`config.mk`:
```
export PLATFORM = sky130hd
export DESIGN_NAME = mon_flt_deglitch
export DESIGN_NICKNAME = d
export VERILOG_FILES = /design/src/rtl/pmic_mon_pkg.sv /design/src/rtl/mon_flt_ch.sv /design/src/rtl/mon_flt_deglitch.sv
export SDC_FILE = /design/constraint.sdc
export NUM_CORES = 1
export LEC_CHECK = 0
export ABC_CLOCK_PERIOD_IN_PS = 16100
export CAP_MARGIN = 15
export CORE_MARGIN = 5
export CORE_UTILIZATION = 60
export DETAILED_ROUTE_END_ITERATION = 8
export GPL_TIMING_DRIVEN = 0
export PLACE_DENSITY = 0.83
export SETUP_SLACK_MARGIN = 0.05
export SYNTH_ARGS = -nofsm -noshare
export SYNTH_HDL_FRONTEND = slang
export SYNTH_SLANG_ARGS = --single-unit
```
`constraint.sdc`:
```
create_clock -name main_clk20m -period 16.1 [get_ports main_clk20m]
set_input_delay 1.61 -clock main_clk20m [delete_from_list [all_inputs] [get_ports main_clk20m]]
set_output_delay 1.61 -clock main_clk20m [all_outputs]
set_load 0.05 [all_outputs]
```
`src/rtl/pmic_mon_pkg.sv`:
```
// Shared constants and types for the OV/UV monitor flag filtering.
package pmic_mon_pkg;

  // Default filter lengths in main_clk20m cycles (5/10/20/40 us at 20 MHz)
  localparam int unsigned THR0_DEF = 100;
  localparam int unsigned THR1_DEF = 200;
  localparam int unsigned THR2_DEF = 400;
  localparam int unsigned THR3_DEF = 800;

  typedef int unsigned filt_thr_t [4];

  localparam filt_thr_t FILT_THR_DEF = '{THR0_DEF, THR1_DEF, THR2_DEF, THR3_DEF};

  typedef enum logic [1:0] {
    FILT_SEL_5US  = 2'd0,
    FILT_SEL_10US = 2'd1,
    FILT_SEL_20US = 2'd2,
    FILT_SEL_40US = 2'd3
  } filt_sel_e;

  // Channel positions in the raw_flt / flt_* vectors
  localparam int unsigned CH_VMON_OV0    = 0;
  localparam int unsigned CH_VMON_OV1    = 1;
  localparam int unsigned CH_VMON_OV2    = 2;
  localparam int unsigned CH_VMON_OV3    = 3;
  localparam int unsigned CH_VMON_UV0    = 4;
  localparam int unsigned CH_VMON_UV1    = 5;
  localparam int unsigned CH_VMON_UV2    = 6;
  localparam int unsigned CH_VMON_UV3    = 7;
  localparam int unsigned CH_VCOREMON_OV = 8;
  localparam int unsigned CH_VCOREMON_UV = 9;
  localparam int unsigned CH_VDDIO_OV    = 10;
  localparam int unsigned CH_VDDIO_UV    = 11;

endpackage

```
`src/rtl/mon_flt_ch.sv`:
```
// One monitor channel: raw flag synchronizer plus symmetric deglitch counter.
module mon_flt_ch
  import pmic_mon_pkg::*;
#(
  parameter int unsigned SYNC_STG = 2,
  parameter int unsigned CNT_W    = 10,
  parameter filt_thr_t   THR      = FILT_THR_DEF
) (
  input  logic       i_clk,
  input  logic       i_rst,
  input  logic       i_raw,
  input  logic       i_en,
  input  logic [1:0] i_sel,
  output logic       o_sts
);

  logic [SYNC_STG-1:0] r_sync;
  logic [CNT_W-1:0]    r_cnt;
  logic                r_sts;
  logic                w_s;
  filt_sel_e           w_sel;
  logic [CNT_W-1:0]    w_thr_m1;

  assign w_s   = r_sync[SYNC_STG-1];
  assign w_sel = filt_sel_e'(i_sel);
  assign o_sts = r_sts;

  // Terminal count for the currently selected filter length
  always_comb begin
    w_thr_m1 = CNT_W'(THR[0] - 1);
    case (w_sel)
      FILT_SEL_5US:  w_thr_m1 = CNT_W'(THR[0] - 1);
      FILT_SEL_10US: w_thr_m1 = CNT_W'(THR[1] - 1);
      FILT_SEL_20US: w_thr_m1 = CNT_W'(THR[2] - 1);
      FILT_SEL_40US: w_thr_m1 = CNT_W'(THR[3] - 1);
      default:       w_thr_m1 = CNT_W'(THR[0] - 1);
    endcase
  end

  // Multi-flop synchronizer for the asynchronous comparator flag
  always_ff @(posedge i_clk or posedge i_rst) begin
    if (i_rst) begin
      r_sync <= '0;
    end else begin
      r_sync <= {r_sync[SYNC_STG-2:0], i_raw};
    end
  end

  // Deglitch counter: status follows the flag after thr consecutive mismatches.
  // The >= compare lets a shortened threshold take effect without wrapping.
  always_ff @(posedge i_clk or posedge i_rst) begin
    if (i_rst) begin
      r_cnt <= '0;
      r_sts <= 1'b0;
    end else if (!i_en) begin
      r_cnt <= '0;
      r_sts <= 1'b0;
    end else if (w_s == r_sts) begin
      r_cnt <= '0;
    end else if (r_cnt >= w_thr_m1) begin
      r_sts <= w_s;
      r_cnt <= '0;
    end else begin
      r_cnt <= r_cnt + CNT_W'(1);
    end
  end

endmodule

```
`src/rtl/mon_flt_deglitch.sv`:
```
// Deglitch filter, sticky fault latch and interrupt pulse for the OV/UV flags.
module mon_flt_deglitch
  import pmic_mon_pkg::*;
#(
  parameter int unsigned CH       = 12,
  parameter int unsigned SYNC_STG = 2,
  parameter int unsigned CNT_W    = 10,
  parameter int unsigned THR0     = THR0_DEF,
  parameter int unsigned THR1     = THR1_DEF,
  parameter int unsigned THR2     = THR2_DEF,
  parameter int unsigned THR3     = THR3_DEF
) (
  input  logic              main_clk20m,
  input  logic              dig_rst,
  input  logic [CH-1:0]     raw_flt,
  input  logic [CH-1:0]     mon_en,
  input  logic [2*CH-1:0]   filt_sel,
  input  logic [CH-1:0]     int_mask,
  input  logic              clr_pulse,
  input  logic [CH-1:0]     clr_mask,
  output logic [CH-1:0]     flt_sts,
  output logic [CH-1:0]     flt_lat,
  output logic              flt_int,
  output logic              flt_any
);

  localparam filt_thr_t THR = '{THR0, THR1, THR2, THR3};

  logic [CH-1:0] r_sts_prev;
  logic [CH-1:0] w_set;
  logic [CH-1:0] w_clr;

  for (genvar gi = 0; gi < CH; gi++) begin : g_ch
    mon_flt_ch #(
      .SYNC_STG (SYNC_STG),
      .CNT_W    (CNT_W),
      .THR      (THR)
    ) u_ch (
      .i_clk (main_clk20m),
      .i_rst (dig_rst),
      .i_raw (raw_flt[gi]),
      .i_en  (mon_en[gi]),
      .i_sel (filt_sel[2*gi +: 2]),
      .o_sts (flt_sts[gi])
    );
  end

  // Rising edge of filtered status; a disabled channel can never set its latch
  assign w_set = flt_sts & ~r_sts_prev & mon_en;
  assign w_clr = {CH{clr_pulse}} & clr_mask;

  // Sticky latch (set beats clear), interrupt pulse and summary flag
  always_ff @(posedge main_clk20m or posedge dig_rst) begin
    if (dig_rst) begin
      r_sts_prev <= '0;
      flt_lat    <= '0;
      flt_int    <= 1'b0;
      flt_any    <= 1'b0;
    end else begin
      r_sts_prev <= flt_sts;
      flt_lat    <= w_set | (flt_lat & ~w_clr);
      flt_int    <= |(w_set & ~int_mask);
      flt_any    <= |(flt_sts & mon_en);
    end
  end

endmodule

```
==> flow_summary_export.csv <==
group,metric,value,unit
pwr,p_leak,5.88,nW
logic_synthesis,async_flop_share,100,%
cells_and_area,sequential_cell_area_in_the_final_layout,4550,um^2
logic_synthesis,total_standard_cell_area_after_synthesis,10600,um^2
setup_path,timing.critical_path.fanout_max,10,
run_status,status,"finished, final reports clean",
clock_tree,cts.root.buffer_cell,"sky130_fd_sc_hd__clkbuf_16",
logic_synthesis,synth_fp_nets,1233,
pwr,power.density_cell_area,87.8,nW/um^2
grt,grt.total_usage,22.3,%
cells_and_area,n_antenna_cell,0,
timing,finalHoldWorstSlack,0.348,ns
timing,maximum_clock_skew_at_final_layout,0.00732,ns
route,first_iter_violations,421,
cells_and_area,final_cell_count_no_fill,1383,
pwr,p_sw_share,26.9,%
clock_tree,post-cts-setup-buffer-count,0,
placed_design,detailedPlacementHpwl,16000,um
timing,worst-slew-pin-transition,0.830,ns
logic_synthesis,ys_top_cells_by_area,"sky130_fd_sc_hd__dfrtp_1 (43%), sky130_fd_sc_hd__ha_1 (16%), sky130_fd_sc_hd__xnor2_1 (5.3%), sky130_fd_sc_hd__nor2_1 (4.9%), sky130_fd_sc_hd__inv_1 (4.1%)",
cells_and_area,areaGrowthSynthToFinish,18.5,%
route,drtPass1Iterations,4,
logic_synthesis,post-synth-top-count-cell,"sky130_fd_sc_hd__dfrtp_1",
grt,grt_remaining_overflow,0,
timing,final_hold_viol_count,0,
setup_path,timing.setup.critical_path_class,"primary input to register",
floorplanning,io_pins,101,
cells_and_area,layout.nets,1353,
logic_synthesis,ys.warnings.count,0,
cells_and_area,post_route_cells_drive_above_1_share,7.51,%
timing,slew_violations,0,
logic_synthesis,synth_edf_count,0,
cells_and_area,fillers,1243,
floorplanning,floorplan.core_area,17300,um^2
grt,grt_first_pass_wirelength,36500,um
timing,grt_setup_unrepaired,"false",
pwr,power.net_switching,0.000296,W
pwr,total_power,0.00110,W
route,postRouteWirelength,21600,um
run,max-cap-violations,0,
setup_path,start_kind,"primary input",
pwr,power.combinational.fraction,14.5,%
logic_synthesis,ys_ff_latch,182,
logic_synthesis,netlist.area_leader.share,43.0,%
timing,timing.fmax,280,MHz
floorplanning,die_ht,143,um
setup_path,timing.critical_path.to_type,"register",
floorplanning,row_count,48,
clock_tree,tritoncts_num_sinks,182,
floorplanning,fp.dieArea,20400,um^2
timing,fin_tns_setup,0,ns
cells_and_area,footprint_of_the_multi_input_gates,5490,um^2
clock_tree,cts.path.max_buffers,2,
pwr,cell_internal_pwr,0.000805,W
route,wl_per_cell,15.6,um
logic_synthesis,synthFlopType,"sky130_fd_sc_hd__dfrtp_1",
setup_path,timing.critical_path.arrival,3.92,ns
logic_synthesis,mean_post_synth_cell_area,10.3,um^2
grt,grt_pass1_vias,7645,
grt,grt_start_max_net_pins,120,
clock_tree,h-tree-depth,4,
route,detail_route.drc_violations,0,
pwr,power_frac_seq,44.8,%
floorplanning,start_util,61.2,%
clock_tree,clkTransAtPathRegs,0.06,ns
pwr,power.share.clock,40.7,%
route,routed-via-count,7488,
logic_synthesis,seq_area_frac_synth,43.0,%
clock_tree,cts_repair_resize_count,0,
logic_synthesis,cell_taking_the_most_area_after_synthesis,"sky130_fd_sc_hd__dfrtp_1",
cells_and_area,finish.instance_area,12500,um^2
floorplanning,horizontal_die_dimension,143,um
placed_design,numPortBuffers,100,
clock_tree,cts_made_buffers,17,
pwr,ir_worst_vdd,0.0000846,V
clock_tree,postCtsHoldBufs,0,
placed_design,post_dp_cell_area,11900,um^2
grt,antenna_violations_before_repair,0,
timing,max_slew_margin,44.3,%
timing,min_period,3.57,ns
placed_design,dp.cells,1351,
placed_design,globalplace.congestion,0.866,
worst_hold_path,worstHoldPathType,"register to register",
setup_path,data_required_time_at_the_worst_endpoint,16.45,ns
timing,min_period_over_period,22.2,%
logic_synthesis,synth.lib_cells_used.distinct,37,
route,vias_per_cell,5.41,
clock_tree,cts_tree,"done",
route,ant_nets,0,
logic_synthesis,synth.cells.most_frequent,"sky130_fd_sc_hd__dfrtp_1 (182), sky130_fd_sc_hd__nor2_1 (137), sky130_fd_sc_hd__ha_1 (133), sky130_fd_sc_hd__inv_1 (116), sky130_fd_sc_hd__nand2_1 (71)",
timing,setup_viol,0,
logic_synthesis,synth_cells,1025,
clock_tree,insertion_delay_to_the_later_sink_of_the_worst_skew_pair,0.43,ns
-- sequential cells by signal (all words and copies together) (netlist names) --
name	flops
flt_any	1
g_ch.u_ch.r_sync	24
g_ch.u_ch.o_sts	12
flt_int	1
r_sts_prev	12
g_ch.u_ch.r_cnt	120
flt_lat	12
-- layer usage --
layer	global-route usage, %	share of wire (%)	up-vias
met3	3.45	3.8	24
li1	-	-	3738
met4	6.35	1.6	0
met2	38.6	50	131
met5	0	0	-
met1	29.1	45	3595
-- kinds of logic (layout without fill, tap and decap cells) --
kind of cell    Yosys count  in the layout  share of synthesized area [%]
xor+xnor                109            109                           9.02
compound gates          105            105                           10.4
buf+inv                 131            264                           5.15
fa+ha+maj               133            133                           15.7
mux                      12             12                           1.13
simple gates            353            353                           15.5
flops                   182            182                           43.0
-- power by group through the flow --
| stage | registers (W) | clock network (W) | logic [W] |
|---|---|---|---|
| finish | 0.000493 | 0.000448 | 0.000160 |
| global route | 0.000496 | 0.000475 | 0.000175 |
| CTS | 0.000493 | 0.000456 | 0.000162 |
| detailed placement | 0.000502 | 0 | 0.000160 |
| global placement | 0.000501 | 0 | 0.000155 |
| floorplan | 0.000519 | 0 | 0.0000789 |
-- worst max-delay path, cell delays in order --
cell                              delay [ns]
sky130_fd_sc_hd__clkdlybuf4s50_1        0.52
sky130_fd_sc_hd__inv_1                  0.10
sky130_fd_sc_hd__ha_1                   0.29
sky130_fd_sc_hd__inv_1                  0.05
sky130_fd_sc_hd__ha_1                   0.32
sky130_fd_sc_hd__and4_4                 0.21
sky130_fd_sc_hd__a2111oi_4              0.45
sky130_fd_sc_hd__o211ai_4               0.21
sky130_fd_sc_hd__nor2_1                 0.15
-- cells in the final DEF, fill, tap and decap left out, types with 3 or more instances in the layout --
| master | netlist | layout |
|---|---|---|
| sky130_fd_sc_hd__and4_1 | 5 | 5 |
| sky130_fd_sc_hd__clkbuf_16 | 0 | 17 |
| sky130_fd_sc_hd__nor2_1 | 137 | 137 |
| sky130_fd_sc_hd__o211ai_4 | 9 | 9 |
| sky130_fd_sc_hd__a21oi_1 | 10 | 10 |
| sky130_fd_sc_hd__clkinv_4 | 0 | 3 |
| sky130_fd_sc_hd__clkdlybuf4s50_1 | 0 | 100 |
| sky130_fd_sc_hd__nand4_1 | 30 | 30 |
| sky130_fd_sc_hd__buf_4 | 12 | 12 |
| sky130_fd_sc_hd__nand3_1 | 46 | 46 |
| sky130_fd_sc_hd__inv_1 | 116 | 115 |
| sky130_fd_sc_hd__dfrtp_1 | 182 | 182 |
| sky130_fd_sc_hd__o21ai_2 | 8 | 8 |
| sky130_fd_sc_hd__and3_1 | 8 | 8 |
| sky130_fd_sc_hd__mux2i_1 | 12 | 12 |
| sky130_fd_sc_hd__inv_6 | 0 | 3 |
| sky130_fd_sc_hd__nand2_1 | 71 | 71 |
| sky130_fd_sc_hd__a2111oi_4 | 11 | 11 |
| sky130_fd_sc_hd__xor2_1 | 45 | 45 |
| sky130_fd_sc_hd__bufinv_16 | 0 | 4 |
| sky130_fd_sc_hd__a211oi_1 | 9 | 9 |
| sky130_fd_sc_hd__xnor2_1 | 64 | 64 |
| sky130_fd_sc_hd__o211ai_2 | 3 | 3 |
| sky130_fd_sc_hd__nor4_1 | 13 | 13 |
| sky130_fd_sc_hd__o21ai_0 | 14 | 14 |
| sky130_fd_sc_hd__ha_1 | 133 | 133 |
| sky130_fd_sc_hd__nor3_1 | 32 | 32 |
| sky130_fd_sc_hd__and4_4 | 8 | 8 |
| sky130_fd_sc_hd__a21o_1 | 15 | 15 |
| sky130_fd_sc_hd__o211ai_1 | 10 | 10 |
| sky130_fd_sc_hd__o21a_1 | 9 | 9 |
-- layout make-up --
cell class                      count  share of cell area [%]
Multi-Input combinational cell    712                    43.7
Sequential cell                   182                    36.3
Timing Repair Buffer              101                    8.20
Inverter                          116                    3.53
Clock buffer                       18                    3.50
Tap cell                          225                    2.25
Clock inverter                     14                    1.58
Buffer                             15                   0.878
-- stage by stage --
step	util (%)	setup slack, ns
2_1_floorplan	-	9.55
3_3_place_gp	68.6	7.20
3_5_place_dp	68.8	12.14
4_1_cts	72.5	12.54
5_1_grt	72.5	12.37
6_report	72.5	12.53
-- final timing paths --
path	start	to	slack, ns	cells after the start
max	filt_sel[3]	g_ch[1].u_ch.r_cnt[4]$_DFF_PP0_	12.53	9
min	g_ch[11].u_ch.r_sync[0]$_DFF_PP0_	g_ch[11].u_ch.r_sync[1]$_DFF_PP0_	0.35	0
max reg2reg	g_ch[11].u_ch.r_cnt[5]$_DFF_PP0_	g_ch[11].u_ch.r_cnt[4]$_DFF_PP0_	14.15	5
min reg2reg	g_ch[11].u_ch.r_sync[0]$_DFF_PP0_	g_ch[11].u_ch.r_sync[1]$_DFF_PP0_	0.35	0
max in group asynchronous	dig_rst	g_ch[7].u_ch.r_sync[1]$_DFF_PP0_	13.56	3
min in group asynchronous	dig_rst	g_ch[6].u_ch.r_sync[0]$_DFF_PP0_	1.60	2
Power figures use the tool's default switching activity.
